$ cat config.mk
export PLATFORM = sky130hd
export DESIGN_NAME = seven_seg_scan_controller
export DESIGN_NICKNAME = d
export VERILOG_FILES = /design/src/rtl/seven_seg_scan_controller.sv
export SDC_FILE = /design/constraint.sdc
export NUM_CORES = 1
export LEC_CHECK = 0
export ABC_AREA = 1
export CORE_MARGIN = 2
export CORE_UTILIZATION = 26
export CTS_CLUSTER_SIZE = 28
export DETAILED_ROUTE_END_ITERATION = 10
export GPL_ROUTABILITY_DRIVEN = 0
export GPL_TIMING_DRIVEN = 0
export PLACE_DENSITY = 0.5
export SYNTH_ARGS = -nofsm -noshare
export SYNTH_HDL_FRONTEND = slang
export SYNTH_SLANG_ARGS = --single-unit
export TNS_END_PERCENT = 20
$ cat constraint.sdc
create_clock -name clk -period 3.45 [get_ports clk]
set_clock_uncertainty 0.2 [all_clocks]
set_input_delay 0.69 -clock clk [delete_from_list [all_inputs] [get_ports clk]]
set_output_delay 0.69 -clock clk [all_outputs]
set_load 0.05 [all_outputs]
$ cat src/rtl/seven_seg_scan_controller.sv
// Four-digit multiplexed seven-segment scan controller.
// Each digit slot is GUARD anode-off cycles followed by ON_TIME anode-on
// cycles. A new value is staged in a pending register and swapped into
// the display register only at the start of a frame, so a frame never
// mixes digits from two different values.
module seven_seg_scan_controller #(
    parameter int GUARD   = 8,
    parameter int ON_TIME = 1000
) (
    input  logic        clk,
    input  logic        reset,
    input  logic        enable,
    input  logic        load,
    input  logic [15:0] d,
    input  logic [3:0]  blank,
    input  logic        lzs,
    output logic        x3,
    output logic        x2,
    output logic        x1,
    output logic        x0,
    output logic [3:0]  an,
    output logic        ack
);

    localparam int MAXC = (GUARD > ON_TIME) ? GUARD : ON_TIME;
    localparam int CW   = (MAXC > 1) ? $clog2(MAXC) : 1;
    localparam logic [CW-1:0] GUARD_LAST = CW'(GUARD - 1);
    localparam logic [CW-1:0] ON_LAST    = CW'(ON_TIME - 1);

    typedef enum logic [1:0] {
        ST_IDLE,
        ST_GUARD,
        ST_ON
    } state_t;

    state_t        state;
    logic [1:0]    dig;
    logic [CW-1:0] cnt;
    logic [15:0]   disp;
    logic [15:0]   pend;
    logic          pv;
    logic [3:0]    xr;
    logic [3:0]    supp;
    logic [3:0]    on_an;
    logic [1:0]    dig_nxt;

    assign {x3, x2, x1, x0} = xr;
    assign dig_nxt = dig + 2'd1;

    // Per-digit suppression: blanking, or leading zero when every nibble
    // from this digit upward is zero. Digit 0 is never zero-suppressed.
    genvar k;
    generate
        for (k = 0; k < 4; k++) begin : g_supp
            if (k == 0) begin : g_d0
                assign supp[k] = blank[k];
            end else begin : g_dk
                assign supp[k] = blank[k] | (lzs & ~|disp[15:4*k]);
            end
        end
    endgenerate

    // Anode pattern for the currently scanned digit while in its on-window.
    assign on_an = supp[dig] ? 4'hF : ~(4'b0001 << dig);

    function automatic logic [3:0] nib(input logic [15:0] v, input logic [1:0] idx);
        return v[{idx, 2'b00} +: 4];
    endfunction

    // Scan state machine with registered anode, nibble and ack outputs.
    always_ff @(posedge clk) begin
        ack <= 1'b0;
        if (reset) begin
            state <= ST_IDLE;
            dig   <= 2'd0;
            cnt   <= '0;
            disp  <= 16'h0000;
            pend  <= 16'h0000;
            pv    <= 1'b0;
            an    <= 4'hF;
            xr    <= 4'h0;
        end else begin
            if (load) begin
                pend <= d;
                pv   <= 1'b1;
            end
            if (!enable) begin
                state <= ST_IDLE;
                dig   <= 2'd0;
                cnt   <= '0;
                an    <= 4'hF;
            end else begin
                case (state)
                    ST_GUARD: begin
                        an <= 4'hF;
                        if (cnt == GUARD_LAST) begin
                            state <= ST_ON;
                            cnt   <= '0;
                            an    <= on_an;
                        end else begin
                            cnt <= cnt + CW'(1);
                        end
                    end
                    ST_ON: begin
                        an <= on_an;
                        if (cnt != ON_LAST) begin
                            cnt <= cnt + CW'(1);
                        end else begin
                            state <= ST_GUARD;
                            cnt   <= '0;
                            an    <= 4'hF;
                            dig   <= dig_nxt;
                            xr    <= nib(disp, dig_nxt);
                        end
                    end
                    default: begin
                        state <= ST_GUARD;
                        cnt   <= '0;
                        an    <= 4'hF;
                        dig   <= 2'd0;
                        xr    <= disp[3:0];
                    end
                endcase
                // Frame start: from IDLE, or leaving the last on-cycle of digit 3.
                // A load on this very edge bypasses the pending register.
                if (state == ST_IDLE || (state == ST_ON && dig == 2'd3 && cnt == ON_LAST)) begin
                    if (load) begin
                        disp <= d;
                        pv   <= 1'b0;
                        ack  <= 1'b1;
                        xr   <= d[3:0];
                    end else if (pv) begin
                        disp <= pend;
                        pv   <= 1'b0;
                        ack  <= 1'b1;
                        xr   <= pend[3:0];
                    end
                end
            end
        end
    end

endmodule

# Word-level counts from Yosys, hierarchy flattened
# Index checks and enable logic that the tools add are counted.
classes:
  add_sub_neg: 2
  magnitude_cmp: 1
  n_eq_ne: 8
  shift: 2
  muxes: 28
  bitwise: 10
  n_reduce_logical: 16
ops:
  columns: ["op", "n"]
  rows:
  - ["$mux 16", 2]
  - ["$mux 4", 7]
  - ["$mux 10", 2]
  - ["$pmux 10 s2", 1]
  - ["$pmux 4 s2", 2]
  - ["$shiftx 16x5->4", 1]
  - ["$reduce_or 12->1", 1]
  - ["$add 10x1->10 const B", 1]
  - ["$eq 10x10->1 const B", 1]
  - ["$eq 10x3->1 const B", 1]
  - ["$ne 10x10->1 const B", 1]
  - ["$mux 1", 8]
  - ["$pmux 2 s2", 2]
  - ["$reduce_or 8->1", 1]
  - ["$mux 2", 3]
  - ["$eq 2x2->1 const B", 2]
  - ["$ne 2x2->1 const B", 2]
  - ["$not 4->4", 1]
  - ["$reduce_and 2->1", 2]
  - ["$reduce_or 4->1", 1]
  - ["$shl 1x2->4 const A", 1]
  - ["$and 1x1->1", 3]
  - ["$logic_not 1->1", 3]
  - ["$lt 2x3->1 const B", 1]
  - ["other kinds (12)", 17]
word_totals:
  ff_bits: 56
  input_bits: 25
  out_inout_bits: 9

# Logic depth before layout (Yosys ltp)
# Gate-level depths: netlist (run 1).
logic_depth:
  depth_word: 9
  ltp_mapped: 12
  ltp_nobuf: 11

# Worst setup path after synthesis (run 1)
# Ideal clock, no wire load.
synth_path:
  path_kind: "register to register"
  start: "register dig[0]"
  end: "register xr[1]"
  setup_ps: 120
  arrival_time_ps: 1529
  required_time_ps: 3130
  path_slack_ps: 1600
  stages_incl_launch_ff: 12
  path_buffers: 1
  period_less_slack_ps: 1850
  path_cell_list: "dfxtp_1 > inv_1 > clkbuf_1 > ha_1 > inv_1 > nand3_1 > nand2_1 > nor2_1 > nor2_1 > nand2_1 > nand2_1 > a21oi_1"
synth_between:
  elab_chain_len: 7
  elab_cells_between_ends: 11
synth_rtl:
  columns: ["element", "line_no", "source"]
  rows:
  - ["from (decl)", "37", "logic [1:0] dig;"]
  - ["from (signal assigned)", "112", "dig <= dig_nxt;"]
  - ["$add 2x1->2", "48", "assign dig_nxt = dig + 2'd1;"]
  - ["$shiftx 16x5->4", "67", "return v[{idx, 2'b00} +: 4];"]
  - ["$mux 4", "106", "if (cnt != ON_LAST) begin"]
  - ["$pmux 4 s2", "93", "case (state)"]
  - ["$mux 4", "132", "end else if (pv) begin"]
  - ["$mux 4", "127", "if (load) begin"]
  - ["$mux 4 (*)", "126", "if (state == ST_IDLE || (state == ST_ON && dig == 2'd3 && cnt == ON_LAST)) begin"]
  - ["to (signal assigned)", "121", "xr <= disp[3:0];"]
  - ["to (signal assigned)", "131", "xr <= d[3:0];"]
  - ["to (signal assigned)", "136", "xr <= pend[3:0];"]
  - ["to (decl)", "42", "logic [3:0] xr;"]
# Every way passes the cells marked *; elsewhere a longest branch is shown, timed or not.
# A chain may end at the register's enable or synchronous reset.

# Worst setup path after layout (run 1)
layout_path:
  start: "register xr[2]"
  end: "output port x2"
layout_lines:
  columns: ["element", "line_no", "source"]
  rows:
  - ["from (signal assigned)", "113", "xr <= nib(disp, dig_nxt);"]
  - ["from (signal assigned)", "121", null]
  - ["from (signal assigned)", "131", null]
  - ["to (decl)", "18", "output logic x2,"]
# No word-level cell between the ends.

==> results of run 1 <==
-- registers in the layout, summed over array words and instances, names as in the netlist --
name,flops
cnt,10
pv,1
an,4
state,2
ack,1
pend,16
xr,4
dig,2
disp,16
-- metrics by stage --
stage | cells | worst slack [ns] | area, um^2 | total power (uW)
after CTS | 535 | 1.04 | 3220 | 1370
after global routing | 535 | 0.873 | 3220 | 1430
final | 535 | 1.06 | 3220 | 1350
after floorplan | 363 | 1.60 | 2640 | 855
after detailed placement | 527 | 0.709 | 3110 | 926
after global placement | 527 | 0.725 | 3110 | 924
-- layer usage --
metal | wire length, um | GRT usage (%) | part of all wire, % | up-vias
li1 | - | - | - | 1223
met1 | 2930 | 14.7 | 52 | 958
met2 | 2460 | 18.1 | 43 | 30
met3 | 240 | 2.99 | 4.2 | 7
met4 | 57 | 2.86 | 1.0 | 0
met5 | 0 | 0 | 0 | -
-- area by class of cell --
type	instances	area [um^2]	share of cell area, %
Inverter	21	78.8	2.44
Timing Repair Buffer	31	310	9.62
Clock buffer	6	72.6	2.25
Buffer	11	67.6	2.10
Clock inverter	2	38.8	1.20
Sequential cell	56	1120	34.8
Tap cell	133	166	5.16
Multi-Input combinational cell	275	1370	42.5
-- power groups by stage --
stage / Sequential [uW] / Clock, uW / Combinational [uW]
2_1_floorplan: 729 / 0 / 126
3_3_place_gp: 714 / 0 / 210
3_5_place_dp: 715 / 0 / 211
4_1_cts: 700 / 459 / 212
5_1_grt: 705 / 491 / 237
6_report: 699 / 443 / 208
-- worst max path at each step --
stage	to	slack [ns]	depth (start not counted)
floorplan	xr[1]	1.60	11
global placement	cnt[2]	0.73	7
detailed placement	cnt[2]	0.71	7
CTS	x3	1.04	1
global route	cnt[2]	0.87	7
finish	x2	1.06	1
-- placed cells by master, fill, tap and decap left out, types with 4 or more instances in the layout --
master,instances
inv_1,21
a21oi_1,21
nand3_1,18
clkdlybuf4s50_1,31
nand2_1,92
mux2i_1,12
a21boi_0,4
dfxtp_1,56
o21ai_0,6
clkbuf_8,5
xor2_1,5
ha_1,8
clkbuf_1,6
nor2_1,90
-- cells by family after synthesis --
family	synth area share [%]
simple gates	34.7
flops	42.5
compound gates	6.88
buf+inv	5.55
mux	4.56
fa+ha+maj	3.80
xor+xnor	1.99
==> results_dict.tcl, run 1 <==
set metrics [dict create \
    status "complete, no violations" \
    io_pins 34 \
    area.growth.synth_to_final_pct 22.3 \
    p_int_uw 988 \
    dr.pass1.iters 4 \
    r2r-end "xr[2]" \
    n_fill_cell 1132 \
    async_flop_share_pct 0 \
    worst_pin_slew_ns 0.507 \
    seqPwrFrac_pct 51.8 \
    hold_violations 0 \
    slowest_stage "clkdlybuf4s50_1" \
    via_count 2218 \
    slew_violations 0 \
    worst-path-buf-inv 1 \
    ys_seq_area_share_pct 42.5 \
    layout_worst_path_cycle_share_pct 69.2 \
    ys_top_cells_by_count "nand2_1, nor2_1, dfxtp_1" \
    grt_overflow 0 \
    crit_path_max_incr_delay_ns 0.81 \
    initial_utilization_pct 26.8 \
    cts_hold_buf 0 \
    first_global_vias 2207 \
    cp-start-kind "flop" \
    vias_per_cell 4.15 \
    p_leak_uw 0.00131 \
    cts_tree "done" \
    hold_depth 1 \
    whs_endpoint "cnt[0]" \
    swShare_pct 26.8 \
    synthesis.area_um2 2640 \
    crit_chain "clkdlybuf4s50_1" \
    worst_ir_drop_vdd_mv 0.187 \
    fin_util_pct 32.8 \
    syn_area_per_cell_um2 7.26 \
    die_h_um 105 \
    rsz0062_at_grt "false" \
    clk_pin_slew_ns 0.10 \
    critical_path_class "reg -> out" \
    required_ns 2.56 \
    setup.worst_path.start "xr[2]" \
    ant_nets 0 \
    grt_max_degree 18 \
    timing.rr.start "dig[0]" \
    dieArea_um2 11000 \
    path_delay_family "buffers and inverters" \
    ys_seq_elements 56 \
    netlist-cell-type-count 26 \
    yosys.area.top_type_share_pct 42.5 \
    crit_path_max_fanout 3 \
    p_switching_uw 362 \
    postCtsSetupBuffers 0 \
    pwr-share-comb_pct 15.4 \
    r2r_slack_ns 1.28 \
    drt_iter0_drc 48 \
    yosys.area.top_type "dfxtp_1" \
    io_buffers 31 \
    coreArea_um2 9820 \
    drive_above_1_share_pct 5.97 \
    hp-start "cnt[0]" \
    yosys_most_used_dff "dfxtp_1" \
    yosysMostFrequentCell "nand2_1" \
    gr-usage-all-layers_pct 11.1 \
    grt_antenna_before_repair 0 \
    synthesis.nets 396 \
    yosysWarningCount 0 \
    whs_ns 0.257 \
    num-nets-final 434 \
    clock_latency_ns 0.32 \
    maxSlewHeadroom_pct 66.1 \
    pwr-share-clk_pct 32.8 \
    synthCells 363 \
    place_hpwl_mm 4.44 \
    max-cap-violations 0 \
    synth_area_leaders "dfxtp_1, nand2_1, nor2_1" \
    fin_crit_ns 2.39 \
    grt_first_pass_wirelength_mm 10.0 \
    clockRootBuffer "clkbuf_8" \
    setup_tns_ns 0 \
    clock.fmax_ghz 0.419 \
    cts.sinks 56 \
    cts_resized 0 \
    synth-edff-count 0 \
    avgRoutedWirePerCell_um 10.6 \
    routed_wl_mm 5.69 \
    drcViolationCount 0 \
    num_antenna_cells 0 \
    worstHoldPathType "reg -> reg" \
    arrival_ns 1.50 \
    cellPowerDensity_nw_per_um2 419 \
    htreeDepth 2 \
    fp-row-count 36 \
    cts_made_buffers 5 \
    clock_path_buffers 2 \
    dieWidth_um 105 \
    endpoint_kind "primary output" \
    r2r_cells 11 \
    setup_viol 0 \
]
Note: power is estimated with default switching activity, not from simulation.
==> run 2, diff against run 1 <==
--- a/config.mk
+++ b/config.mk
@@ -12,7 +12,7 @@
 export DETAILED_ROUTE_END_ITERATION = 10
 export GPL_ROUTABILITY_DRIVEN = 0
 export GPL_TIMING_DRIVEN = 0
-export PLACE_DENSITY = 0.5
+export PLACE_DENSITY = 0.51
 export SYNTH_ARGS = -nofsm -noshare
 export SYNTH_HDL_FRONTEND = slang
 export SYNTH_SLANG_ARGS = --single-unit
==> constraint.sdc (replaced) <==
create_clock -name clk -period 2.1 [get_ports clk]
set_clock_uncertainty 0.2 [all_clocks]
set_input_delay 0.42 -clock clk [delete_from_list [all_inputs] [get_ports clk]]
set_output_delay 0.42 -clock clk [all_outputs]
set_load 0.05 [all_outputs]
==> results_dict.tcl, run 2 (synthesis results as in run 1) <==
set metrics [dict create \
    io_buffers 31 \
    ant_nets 0 \
    reg_top3 "disp (16), pend (16), cnt (10)" \
    grt_antenna_before_repair 0 \
    cts.sinks 56 \
    drive_above_1_share_pct 8.40 \
    clockRootBuffer "clkbuf_8" \
    gr-usage-all-layers_pct 11.1 \
    die_h_um 105 \
    dp_cells 527 \
    coreArea_um2 9820 \
    num-nets-final 437 \
    drcViolationCount 0 \
    status "complete, no violations" \
    slowest_stage "clkdlybuf4s50_1" \
    fin_cells 538 \
    crit_path_max_incr_delay_ns 0.79 \
    critical_path_class "reg -> out" \
    via_count 2227 \
    layout_worst_path_cycle_share_pct 96.8 \
    maxSlewHeadroom_pct 66.6 \
    cellPowerDensity_nw_per_um2 642 \
    crit_chain "clkdlybuf4s50_1" \
    worst_ir_drop_vdd_mv 0.299 \
    power_uw 2080 \
    clock_path_buffers 2 \
    clock_latency_ns 0.31 \
    rsz0062_at_grt "false" \
    fin_area_um2 3240 \
    worstHoldPathType "in -> reg" \
    place_hpwl_mm 4.43 \
    fp-row-count 36 \
    fin_crit_ns 2.03 \
    routed_wl_mm 5.58 \
    final_cell_mix "nand2_1, nor2_1, dfxtp_1, clkdlybuf4s50_1, a21oi_1" \
    clock.fmax_ghz 0.492 \
    cts_hold_buf 0 \
    setup_viol 0 \
    grt_max_degree 19 \
    avgRoutedWirePerCell_um 10.4 \
    endpoint_kind "primary output" \
    dieWidth_um 105 \
    htreeDepth 2 \
    vias_per_cell 4.14 \
    fin_util_pct 33.0 \
    worst_pin_slew_ns 0.500 \
    cts_tree "done" \
    crit_path_max_fanout 1 \
    hold_violations 0 \
    io_pins 34 \
    cp-start-kind "flop" \
    required_ns 1.48 \
    max-cap-violations 0 \
    drt_iter0_drc 61 \
    grt_first_pass_wirelength_mm 9.94 \
    dpl_cell_area_um2 3110 \
    cts_made_buffers 5 \
    first_global_vias 2172 \
    slew_violations 0 \
    arrival_ns 1.41 \
    dieArea_um2 11000 \
    dr.pass1.iters 4 \
    mostFrequentLayoutCell "nand2_1" \
    area.growth.synth_to_final_pct 23.1 \
    path_delay_family "buffers and inverters" \
    initial_utilization_pct 26.8 \
    p_leak_uw 0.00136 \
    worst-path-buf-inv 1 \
    clk_pin_slew_ns 0.10 \
    setup_tns_ns 0 \
    n_fill_cell 1115 \
    num_antenna_cells 0 \
    grt_overflow 0 \
]
run 2: worst paths after layout:
path	start	to	slack, ns	depth (start not counted)
worst max register to register	cnt[0]	disp[3]	0.22	11
worst min register to register	cnt[0]	cnt[0]	0.27	1
worst min-delay path	enable	pv	0.26	2
worst max-delay path	an[2]	an[2]	0.07	1
run 2: area by class of cell:
type | count | area (um^2) | area share [%]
Tap cell | 133 | 166 | 5.13
Timing Repair Buffer | 35 | 340 | 10.5
Clock buffer | 5 | 68.8 | 2.12
Clock inverter | 3 | 21.3 | 0.656
Multi-Input combinational cell | 275 | 1380 | 42.5
Sequential cell | 56 | 1120 | 34.6
Inverter | 21 | 82.6 | 2.55
Buffer | 10 | 63.8 | 1.97
run 2: repair_timing:
item,CTS,global route
endpoints found under the setup margin,9,28
buffers inserted,0,4
pin swaps,0,1
hold endpoints to repair,0,0
resized for setup,6,6
run 2: worst reg2reg max path, delay by kind of cell (launching register included):
kind,cells,cell delay (ns)
buf+inv,1,0.15
flops,1,0.37
simple gates,9,0.89
fa+ha+maj,1,0.18
run 2: routing by layer:
| layer | part of all wire [%] | track usage (%) | routed length, um |
|---|---|---|---|
| met5 | 0 | 0 | 0 |
| met4 | 1.0 | 3.43 | 58 |
| met3 | 3.6 | 2.81 | 200 |
| met2 | 43 | 17.6 | 2380 |
| met1 | 53 | 14.8 | 2950 |
run 2: per-stage QoR:
stage | worst slack, ns | hold slack, ns
3_3_place_gp | -0.355 | 0.232
3_5_place_dp | -0.429 | 0.251
5_1_grt | 0.0109 | 0.297
2_1_floorplan | 0.250 | 0.217
4_1_cts | 0.0134 | 0.271
6_report | 0.0665 | 0.261
run 2: report_power, final:
part / leakage, uW / total (uW) / switching [uW] / internal, uW
Combinational: 0.000852 / 339 / 198 / 141
Sequential: 0.000460 / 1150 / 30.8 / 1120
Clock: 0.0000445 / 597 / 359 / 237
==> run 3, diff against run 2 <==
--- a/config.mk
+++ b/config.mk
@@ -8,7 +8,7 @@
 export ABC_AREA = 1
 export CORE_MARGIN = 2
 export CORE_UTILIZATION = 26
-export CTS_CLUSTER_SIZE = 28
+export CTS_CLUSTER_SIZE = 14
 export DETAILED_ROUTE_END_ITERATION = 10
 export GPL_ROUTABILITY_DRIVEN = 0
 export GPL_TIMING_DRIVEN = 0
==> results of run 3 <==
No change in the layout: final DEF, timing and power equal those of run 2.
